$ cat src/rtl/muldiv_unit.sv
// RV32M iterative multiply/divide unit: 32 shift-add or restoring-divide steps
// on operand magnitudes, then a one-cycle sign fixup. Fixed 33-cycle latency.
module muldiv_unit (
  input  logic        CLK,
  input  logic        RESET,
  input  logic        START,
  input  logic [4:0]  ALU_OPCODE,
  input  logic [31:0] DATA1,
  input  logic [31:0] DATA2,
  input  logic        FLUSH,
  output logic        BUSY,
  output logic        DONE,
  output logic [31:0] RESULT
);

  localparam int W = 32;

  typedef enum logic [1:0] {IDLE, CALC, FIN} state_t;

  typedef struct packed {
    logic [2:0]   op;
    logic         neg_main;  // negate product / quotient
    logic         neg_rem;   // negate remainder (dividend sign)
    logic         div_zero;
    logic [W-1:0] a_raw;     // REM/REMU by zero returns the dividend as given
  } ctx_t;

  state_t         state;
  ctx_t           ctx;
  logic [5:0]     cnt;
  logic [2*W-1:0] acc;       // mul: product; div: {remainder, quotient}
  logic [W-1:0]   opnd;      // mul: multiplicand; div: divisor

  // request decode and operand magnitudes
  logic [2:0]   f;
  logic         a_is_sgn, b_is_sgn, a_sgn, b_sgn, accept;
  logic [W-1:0] a_mag, b_mag;

  always_comb begin
    f        = ALU_OPCODE[2:0];
    a_is_sgn = (f == 3'b001) || (f == 3'b011) || (f == 3'b100) || (f == 3'b110);
    b_is_sgn = (f == 3'b001) || (f == 3'b100) || (f == 3'b110);
    a_sgn    = a_is_sgn & DATA1[W-1];
    b_sgn    = b_is_sgn & DATA2[W-1];
    a_mag    = a_sgn ? -DATA1 : DATA1;
    b_mag    = b_sgn ? -DATA2 : DATA2;
    accept   = START && (ALU_OPCODE[4:3] == 2'b01) && !FLUSH;
  end

  // one iteration step of each algorithm
  logic [W:0]     mul_sum, r_sh;
  logic [W-1:0]   r_diff;
  logic           q_ok;
  logic [2*W-1:0] mul_next, div_next;

  always_comb begin
    mul_sum  = {1'b0, acc[2*W-1:W]} + (acc[0] ? {1'b0, opnd} : {(W+1){1'b0}});
    mul_next = {mul_sum, acc[W-1:1]};
    r_sh     = {acc[2*W-1:W], acc[W-1]};
    q_ok     = (r_sh >= {1'b0, opnd});
    // remainder stays below the divisor, so the low W bits hold the exact difference
    r_diff   = r_sh[W-1:0] - opnd;
    div_next = {(q_ok ? r_diff : r_sh[W-1:0]), acc[W-2:0], q_ok};
  end

  // sign fixup and special cases; signed overflow falls out of magnitude math
  logic [2*W-1:0] prod_fix;
  logic [W-1:0]   quo_fix, rem_fix, res_fin;

  always_comb begin
    prod_fix = ctx.neg_main ? -acc : acc;
    quo_fix  = ctx.neg_main ? -acc[W-1:0] : acc[W-1:0];
    rem_fix  = ctx.neg_rem ? -acc[2*W-1:W] : acc[2*W-1:W];
    res_fin  = prod_fix[W-1:0];
    case (ctx.op)
      3'b000:                 res_fin = prod_fix[W-1:0];
      3'b001, 3'b010, 3'b011: res_fin = prod_fix[2*W-1:W];
      3'b100, 3'b101:         res_fin = ctx.div_zero ? {W{1'b1}} : quo_fix;
      default:                res_fin = ctx.div_zero ? ctx.a_raw : rem_fix;
    endcase
  end

  always_ff @(posedge CLK) begin
    if (RESET) begin
      state  <= IDLE;
      BUSY   <= 1'b0;
      DONE   <= 1'b0;
      RESULT <= '0;
      cnt    <= '0;
      acc    <= '0;
      opnd   <= '0;
      ctx    <= '0;
    end else begin
      DONE <= 1'b0;
      case (state)
        IDLE: begin
          if (accept) begin
            state        <= CALC;
            BUSY         <= 1'b1;
            cnt          <= '0;
            ctx.op       <= f;
            ctx.neg_main <= (f != 3'b000) && (a_sgn ^ b_sgn);
            ctx.neg_rem  <= a_sgn;
            ctx.div_zero <= (DATA2 == '0);
            ctx.a_raw    <= DATA1;
            acc          <= {{W{1'b0}}, (f[2] ? a_mag : b_mag)};
            opnd         <= f[2] ? b_mag : a_mag;
          end
        end
        CALC: begin
          if (FLUSH) begin
            state <= IDLE;
            BUSY  <= 1'b0;
          end else begin
            acc <= ctx.op[2] ? div_next : mul_next;
            cnt <= cnt + 6'd1;
            if (cnt == 6'd31) state <= FIN;
          end
        end
        FIN: begin
          state <= IDLE;
          BUSY  <= 1'b0;
          if (!FLUSH) begin
            RESULT <= res_fin;
            DONE   <= 1'b1;
          end
        end
        default: begin
          state <= IDLE;
          BUSY  <= 1'b0;
        end
      endcase
    end
  end

endmodule

$ cat config.mk
export PLATFORM = sky130hd
export DESIGN_NAME = muldiv_unit
export DESIGN_NICKNAME = d
export VERILOG_FILES = /design/src/rtl/muldiv_unit.sv
export SDC_FILE = /design/constraint.sdc
export NUM_CORES = 1
export LEC_CHECK = 0
export CAP_MARGIN = 5
export CORE_ASPECT_RATIO = 1.5
export CORE_UTILIZATION = 55
export CTS_BUF_LIST = sky130_fd_sc_hd__clkbuf_16
export DETAILED_ROUTE_END_ITERATION = 10
export PLACE_DENSITY = 0.8
export SETUP_SLACK_MARGIN = 0.2
export SLEW_MARGIN = 20
export SYNTH_ARGS = -nofsm -noshare
export SYNTH_HDL_FRONTEND = slang
export SYNTH_SLANG_ARGS = --single-unit
$ cat constraint.sdc
create_clock -name CLK -period 8.7 [get_ports CLK]
set_input_delay 2.175 -clock CLK [delete_from_list [all_inputs] [get_ports CLK]]
set_output_delay 2.175 -clock CLK [all_outputs]
set_load 0.005 [all_outputs]
==> flow_summary_export.csv, run 1 <==
group,metric,value,unit
run_status,status,"finished clean",
yosys,syn-num-nets,2375,
yosys,synth_warnings,0,
routing,first_iter_violations,1887,
power,total_leakage_power,6.548,nW
layout,nFillCells,2621,
grt,grt_pass1_vias,16182,
grt,overflow,0,
floorplan,fp.dieW,140.3,um
setup_path,end_kind,"flip-flop",
routing,vias,17270,
placed_design,gp_congestion,1.031,
setup_path,critPathBufInv,2,
layout,diodes,0,
yosys,yosysUniqueCellTypes,86,
placed_design,pre_cts_ws,3.376,ns
setup_path,worstPathMaxFanout,49,
timing,finalSetupTns,0,ns
setup_path,crit_top_cell,"nor2_1",
routing,finalWirelength,62.46,mm
yosys,synth_edf_count,0,
clocking,cts_tree,"yes",
layout,syn2layout_area_growth,10.45,%
timing,hold_violations,0,
setup_path,critPathKind,"input port to flip-flop",
floorplan,start_util,56.25,%
floorplan,num_rows,75,
clocking,htreeDepth,4,
timing,fmax,203.2,MHz
timing,setup_ws,3.779,ns
clocking,cts_repair_resize_count,0,
clocking,clk_pin_slew,0.08,ns
placed_design,dp_hpwl,47.65,mm
clocking,cts_buffers,17,
timing,maxSlewViolCount,0,
timing,setup_viol,0,
timing,layout_min_cycle_time,4.921,ns
yosys,yosys.cell_count.top_type,"nand2_1",
layout,postLayoutCellArea,17430,um2
floorplan,io_pins,107,
setup_path,worstPathArrival,5.26,ns
clocking,hold_buffers,0,
clocking,clock_latency,0.47,ns
yosys,ys.flop_type,"dfxtp_1",
layout,finalNetCount,2364,
timing,whs,0.4563,ns
timing,post-route-period-util,56.56,%
setup_path,crit_chain,"clkdlybuf4s50_1 > nor2_1 > nand4b_1 > or2_2 > nand2_1 > buf_4 > o21ai_0 > o22ai_1 > nor2_1",
routing,detail-route-antenna-nets,0,
floorplan,die_h,209.5,um
yosys,ys_ff_latch,176,
setup_path,cpMaxStageDelayCell,"or2_2",
yosys,syn_area_per_cell,7.075,um2
setup_path,cp.required,9.04,ns
yosys,synthCells,2231,
timing,worstMarginPinSlew,1.201,ns
power,power_density,128.4,nW/um2
placed_design,dpl-instance-area,16820,um2
yosys,synth_common_cells,"nand2_1 (279), nor2_1 (254), a21oi_1 (234)",
grt,track_usage,42.62,%
routing,viasPerCell,6.696,
grt,antenna_found_initial,0,
yosys,syn_area,15780,um2
clocking,cts_setup_buffers,0,
grt,grt_max_degree,70,
floorplan,die_area,29390,um2
yosys,synth_area_leaders,"dfxtp_1 (22%), a21oi_1 (7.4%), nand2_1 (6.6%)",
clocking,clockBufferDepth,2,
timing,clock_skew,0.01106,ns
timing,slew_headroom,19.47,%
routing,wl_per_cell,24.22,um
grt,grt_pass1_wl,94.24,mm
routing,drt_pass1_iterations,5,
timing,rsz0062_at_grt,"no",
yosys,ys_seq_area_share,22.32,%
power,ir_worst_vdd,171.9,uV
yosys,async_reset_ff_share,0,%
yosys,yosys.area.top_type,"dfxtp_1",
placed_design,port_buffers,106,
setup_path,cp-start-kind,"input port",
yosys,synth.top_cell.area_share,22.32,%
clocking,cts_sinks,176,
floorplan,core_area,28060,um2
clocking,cts-root-buf,"clkbuf_16",
routing,drcViolationCount,0,
flow_run,cap_violations,0,
setup_path,slowest_delay,0.72,ns
layout,drive_gt1_share,5.105,%
setup_path,path_delay_family,"simple AND/OR/NAND/NOR gates",
worst_hold_path,hold_path.class,"flip-flop to flip-flop",
-- cells by family (layout without fill, tap and decap cells) --
family / Yosys count / in the layout / synth area share (%)
xor gates and xnor gates: 204 / 204 / 11.32
AOI/OAI and AO/OA: 688 / 688 / 27.36
and+or+nand+nor: 795 / 795 / 23.14
buffers and inverters: 231 / 233 / 5.882
adders and majority gates: 71 / 71 / 5.723
muxes: 66 / 66 / 4.257
DFF: 176 / 176 / 22.32
-- metrics by stage --
step	cells	util (%)	total power, mW
after floorplan	2231	-	1.244
after global placement	2547	59.94	1.420
after detailed placement	2547	59.94	1.421
after CTS	2579	62.13	2.223
after global routing	2579	62.13	2.312
final	2579	62.13	2.238
-- layout make-up --
class	instances	area, um2	area share, %
tap	346	432.9	2.483
multi-input combinational	1824	11350	65.08
clock buffer	17	425.4	2.440
inverter	68	255.2	1.464
timing repair buffer	133	1256	7.206
clock inverter	15	190.2	1.091
sequential	176	3527	20.23
-- registers in the layout, summed over array words and instances (netlist names) --
register and count:
acc 64, ctx 38, RESULT 32, opnd 32, cnt 6, state 2, BUSY 1, DONE 1
-- worst paths after layout --
| check | start | to | slack, ns | cells past startpoint |
|---|---|---|---|---|
| max | FLUSH | acc[11]$_SDFFE_PP0P_ | 3.78 | 9 |
| max reg2reg | acc[0]$_SDFFE_PP0P_ | acc[57]$_SDFFE_PP0P_ | 4.24 | 12 |
| min reg2reg | opnd[12]$_SDFFE_PP0P_ | opnd[12]$_SDFFE_PP0P_ | 0.46 | 2 |
| min | opnd[12]$_SDFFE_PP0P_ | opnd[12]$_SDFFE_PP0P_ | 0.46 | 2 |
-- worst min-delay path: cells and delay by family (launching register included) --
| family | cells | cell delay, ns |
|---|---|---|
| AO/OA/AOI/OAI | 1 | 0.05 |
| flip-flops | 1 | 0.31 |
| AND/OR/NAND/NOR | 1 | 0.05 |
-- report_power, final --
part / switching, mW / total, mW / internal [mW]
logic: 0.371 / 0.576 / 0.206
registers: 0.0267 / 0.847 / 0.820
clock network: 0.400 / 0.815 / 0.414
-- layout by cell type (no fill, tap or decap), types with 32 or more instances in the layout --
cell             instances
o21ai_0                159
nand2_1                279
nand3_1                 32
xnor2_1                111
a211oi_1                50
nor2_1                 251
o211ai_1                34
nor3_1                  63
mux2i_1                 60
ha_1                    69
dfxtp_1                173
xor2_1                  93
inv_1                   68
clkdlybuf4s50_1        104
a21oi_1                234
-- per-layer routing --
metal,routed length (um),vias to the layer above,track usage [%]
met3,5650,261,8.807
met2,28300,1006,68.16
li1,-,7957,-
met1,22480,8046,48.21
met5,0,-,0
met4,6028,0,37.25
No activity file was read; power rests on OpenSTA's default activity.
==> inputs of run 2 (changes only) <==
clock period = 4.8 ns   (was 8.7 ns; I/O delays follow)
==> run 2 against run 1 <==
Setup slack got worse by 2.9 ns. Sequential share of layout area fell by 0.35 points. Non-clock buffer count is 41 higher. Critical path depth up 5. Flip-flop and latch count unchanged. Power increased by 81%. Utilization is 1.1 points higher. Die area unchanged. Worst hold slack worse by 0.0024 ns. Critical path type is now flip-flop to flip-flop. Critical endpoint is now acc[61]$_SDFFE_PP0P_. Largest cell class unchanged.
==> flow_summary_export.csv, run 2 (synthesis gave the netlist of run 1 again) <==
group,metric,value,unit
run_status,status,"finished clean",
power,total_leakage_power,6.751,nW
routing,drt_pass1_iterations,6,
layout,finalNetCount,2405,
clocking,htreeDepth,4,
power,comb_power_share,26.1,%
layout,nFillCells,2633,
floorplan,die_area,29390,um2
routing,vias,17296,
routing,finalWirelength,63.40,mm
timing,fmax,254.5,MHz
layout,layout_common_cells,"nand2_1 (279), nor2_1 (251), a21oi_1 (234), dfxtp_1 (173), o21ai_0 (159)",
floorplan,num_rows,75,
routing,wl_per_cell,24.20,um
floorplan,io_pins,107,
setup_path,worstPathMaxFanout,7,
power,p_int,2.578,mW
power,power_frac_clock,36.0,%
floorplan,core_area,28060,um2
layout,multi_input_area,11350,um2
placed_design,gp_congestion,0.9948,
timing,finalSetupTns,0,ns
layout,regMostFlops,"acc",
setup_path,path_delay_family,"compound AO/OA/AOI/OAI gates",
routing,drcViolationCount,0,
setup_path,crit_chain,"and2_1 > ha_1 > inv_1 > fa_1 > nor2b_1 > o31ai_1 > buf_4 > a211o_1 > and3_1 > o21ai_0 > a21oi_1 > a211oi_1 > mux2i_1 > a21oi_1",
floorplan,fp.dieW,140.3,um
timing,layout_min_cycle_time,3.930,ns
setup_path,critPathKind,"flip-flop to flip-flop",
setup_path,slowest_delay,0.56,ns
layout,final_cell_count_no_fill,2620,
worst_hold_path,hold_path.class,"flip-flop to flip-flop",
grt,overflow,0,
power,p_sw_share,36.19,%
setup_path,end_kind,"flip-flop",
clocking,clock_latency,0.47,ns
clocking,cts_buffers,17,
timing,rsz0062_at_grt,"no",
clocking,cts_setup_buffers,0,
timing,setup_viol,0,
grt,track_usage,43.00,%
setup_path,cp.required,5.15,ns
clocking,cts_tree,"yes",
power,netSwitchingPower,1.462,mW
timing,worstMarginPinSlew,1.086,ns
layout,drive_gt1_share,6.816,%
placed_design,dpl.cell_count,2588,
timing,setup_ws,0.8705,ns
clocking,hold_buffers,0,
layout,syn2layout_area_growth,12.40,%
routing,viasPerCell,6.602,
grt,antenna_found_initial,1,
placed_design,dp_hpwl,48.92,mm
power,power_density,227.7,nW/um2
clocking,clk_pin_slew,0.08,ns
setup_path,cp-start-kind,"flip-flop",
clocking,cts_repair_resize_count,0,
timing,slew_headroom,27.63,%
timing,hold_violations,0,
layout,final_common_cell,"nand2_1",
floorplan,start_util,56.25,%
layout,reg_top3,"acc: 64 flops, ctx: 38 flops",
placed_design,port_buffers,106,
flow_run,cap_violations,0,
routing,detail-route-antenna-nets,0,
grt,grt_pass1_vias,16162,
clocking,cts-root-buf,"clkbuf_16",
floorplan,die_h,209.5,um
layout,seq_area,3527,um2
clocking,cts_sinks,176,
clocking,clockBufferDepth,2,
placed_design,pre_cts_ws,0.4707,ns
grt,grt_pass1_wl,94.68,mm
setup_path,worstPathArrival,4.28,ns
power,ir_worst_vdd,235.9,uV
timing,clock_skew,0.01660,ns
layout,largest_reg_flops,64,
power,pwr-share-seq,37.9,%
timing,post-route-period-util,81.86,%
grt,grt_max_degree,96,
setup_path,cpMaxStageDelayCell,"o21ai_0",
setup_path,critPathBufInv,2,
routing,first_iter_violations,1546,
timing,maxSlewViolCount,0,
layout,diodes,0,
setup_path,crit_top_cell,"a21oi_1",
run 2: tightest hold or removal path, delay by kind of cell, from the launching register on:
family,cells,cell delay (ns)
flip-flops,1,0.31
AO/OA/AOI/OAI,1,0.05
AND/OR/NAND/NOR,1,0.05
run 2: stage by stage:
stage,power [mW],utilization [%],hold slack (ns),cell area (um2)
5_1_grt,4.159,63.23,0.4732,17740
4_1_cts,4.011,63.23,0.4529,17740
2_1_floorplan,2.254,-,0.4311,15780
3_5_place_dp,2.583,61.03,0.4427,17130
6_report,4.040,63.23,0.4539,17740
3_3_place_gp,2.575,61.03,0.4389,17130
run 2: final cells by class:
type	count	share of cell area, %
Tap cell	346	2.440
Sequential cell	176	19.88
Timing Repair Buffer	174	8.816
Clock buffer	17	2.398
Clock inverter	15	1.072
Multi-Input combinational cell	1824	63.95
Inverter	68	1.439
run 2: power by group through the flow:
stage | combinational [mW] | clock (mW) | sequential (mW)
final | 1.05 | 1.45 | 1.53
after global routing | 1.12 | 1.50 | 1.53
after CTS | 1.02 | 1.46 | 1.53
after detailed placement | 1.02 | 0 | 1.56
after global placement | 1.01 | 0 | 1.56
after floorplan | 0.716 | 0 | 1.54
run 2: routing by layer:
layer	vias up	global-route usage, %	routed length, um
met3	259	7.734	4739
li1	8052	-	-
met4	2	38.12	6231
met1	8159	47.83	23260
met2	824	70.36	29150
met5	-	0	13
run 2: worst paths after layout:
kind                        startpoint                    to  slack, ns  depth (start not counted)
setup / recovery   acc[0]$_SDFFE_PP0P_  acc[61]$_SDFFE_PP0P_       0.87                         14
hold / removal    ctx[30]$_SDFFE_PP0P_  ctx[30]$_SDFFE_PP0P_       0.45                          2
setup reg to reg   acc[0]$_SDFFE_PP0P_  acc[61]$_SDFFE_PP0P_       0.87                         14
hold reg to reg   ctx[30]$_SDFFE_PP0P_  ctx[30]$_SDFFE_PP0P_       0.45                          2
==> inputs of run 3 (changes only) <==
PLACE_DENSITY = 0.83   (was 0.8)
clock period = 3.2 ns   (was 4.8 ns; I/O delays follow)
==> run 3 against run 2 <==
Register-to-register slack lost 0.80 ns. Final cell count grew 12%. Setup slack lost 0.80 ns. Sequential power grew 48%. Die area is the same. Critical path depth shrank 2. Sequential share of layout area shrank 3.0 points. Combinational power grew 120%. Critical endpoint is now acc[35]$_SDFFE_PP0P_. Flip-flop and latch count is the same. Utilization grew 12 points.
==> flow_summary_export.csv, run 3 (synthesis gave the netlist of run 1 again) <==
group,metric,value,unit
routing,vias,19391,
timing,layout_min_cycle_time,3.131,ns
timing,whs,0.4558,ns
setup_path,worstPathArrival,3.52,ns
routing,drt_pass1_iterations,6,
layout,layout_common_cells,"buf_4 (353), nand2_1 (274), nor2_1 (241), a21oi_1 (217), dfxtp_1 (162)",
worst_hold_path,hold_path.class,"flip-flop to flip-flop",
routing,finalWirelength,70.89,mm
setup_path,end_kind,"flip-flop",
power,total_leakage_power,8.574,nW
routing,detail-route-antenna-nets,0,
clocking,hold_buffers,0,
setup_path,cp-start-kind,"flip-flop",
setup_path,critPathKind,"flip-flop to flip-flop",
timing,worstMarginPinSlew,1.010,ns
power,ir_worst_vdd,434.5,uV
setup_path,worstPathMaxFanout,6,
grt,antenna_found_initial,2,
layout,diodes,0,
timing,rsz0062_at_grt,"yes",
placed_design,pre_cts_ws,-0.3711,ns
floorplan,die_h,209.5,um
layout,syn2layout_area_growth,33.33,%
routing,wl_per_cell,24.20,um
layout,final_cell_count_no_fill,2929,
grt,grt_pass1_vias,18452,
setup_path,r2r_slack,0.07,ns
grt,grt_pass1_wl,104.1,mm
floorplan,start_util,56.25,%
clocking,cts-root-buf,"clkbuf_16",
clocking,cts_tree,"yes",
timing,hold_violations,0,
timing,post-route-period-util,97.85,%
routing,drcViolationCount,0,
clocking,cts_sinks,176,
layout,reg_top3,"acc: 64 flops, ctx: 38 flops",
timing,clock_skew,0.01234,ns
placed_design,dp_hpwl,53.42,mm
power,power,6.721,mW
layout,drive_gt1_share,23.15,%
placed_design,dpl.cell_count,2871,
timing,setup_ws,0.06892,ns
clocking,clk_pin_slew,0.07,ns
timing,setup_viol,0,
setup_path,cp.required,3.59,ns
clocking,clockBufferDepth,2,
floorplan,fp.dieW,140.3,um
routing,first_iter_violations,2095,
grt,overflow,0,
layout,largest_reg_flops,64,
timing,fmax,319.4,MHz
layout,regMostFlops,"acc",
floorplan,core_area,28060,um2
flow_run,cap_violations,0,
layout,final_common_cell,"buf_4",
clocking,clock_latency,0.46,ns
layout,multi_input_area,12160,um2
layout,seq_area,3543,um2
grt,grt_max_degree,103,
layout,finalNetCount,2714,
timing,maxSlewViolCount,0,
floorplan,io_pins,107,
floorplan,die_area,29390,um2
power,power_density,319.4,nW/um2
floorplan,num_rows,75,
run_status,status,"finished clean",
placed_design,port_buffers,106,
routing,viasPerCell,6.620,
layout,nFillCells,2173,
clocking,htreeDepth,4,
placed_design,gp_congestion,1.059,
timing,slew_headroom,32.66,%
grt,track_usage,46.95,%
timing,finalSetupTns,0,ns
clocking,cts_buffers,17,
-- run 3: layer usage --
metal	GRT usage [%]	part of all wire, %
met5	0	0.013
met4	46.99	12
met3	9.263	9.4
met2	77.26	46
met1	49.37	33
-- run 3: final timing paths --
check | from | to | cells past startpoint
max reg2reg | opnd[20]$_SDFFE_PP0P_ | acc[35]$_SDFFE_PP0P_ | 12
min reg2reg | opnd[5]$_SDFFE_PP0P_ | opnd[5]$_SDFFE_PP0P_ | 2
min | opnd[5]$_SDFFE_PP0P_ | opnd[5]$_SDFFE_PP0P_ | 2
max | opnd[20]$_SDFFE_PP0P_ | acc[35]$_SDFFE_PP0P_ | 12
-- run 3: critical path, stage by stage, from the launching register on --
cell      delay [ns]
dfxtp_2         0.36
inv_4           0.06
ha_4            0.27
nand2_2         0.05
or4_4           0.53
or3b_4          0.42
o211ai_4        0.14
nor2b_4         0.11
o311a_4         0.42
buf_12          0.16
mux2i_1         0.13
a211o_1         0.28
a21oi_1         0.11
-- run 3: timing repair --
| item | 4_1_cts | 5_1_grt |
|---|---|---|
| gates resized for setup | 77 | 155 |
| pin swaps | 22 | 68 |
| endpoints found under the setup margin | 38 | 78 |
| setup buffers | 9 | 15 |
| cloned | 1 | 1 |
-- run 3: final cells by class --
class | instances | share of cell area (%)
Multi-Input combinational cell | 1825 | 57.79
Timing Repair Buffer | 482 | 19.25
Sequential cell | 176 | 16.84
Tap cell | 346 | 2.057
Clock buffer | 17 | 2.022
Inverter | 68 | 1.249
Clock inverter | 15 | 0.7908
-- run 3: power by group --
group,switching [mW],internal (mW)
Combinational,1.30,1.02
Clock,1.09,1.05
Sequential,0.0432,2.23
Total,2.43,4.29
-- run 3: metrics by stage --
step | util [%] | cell area, um2
after floorplan | - | 15820
after global placement | 69.07 | 19380
after detailed placement | 69.07 | 19380
after CTS | 72.39 | 20310
after global routing | 75.00 | 21040
final | 75.00 | 21040
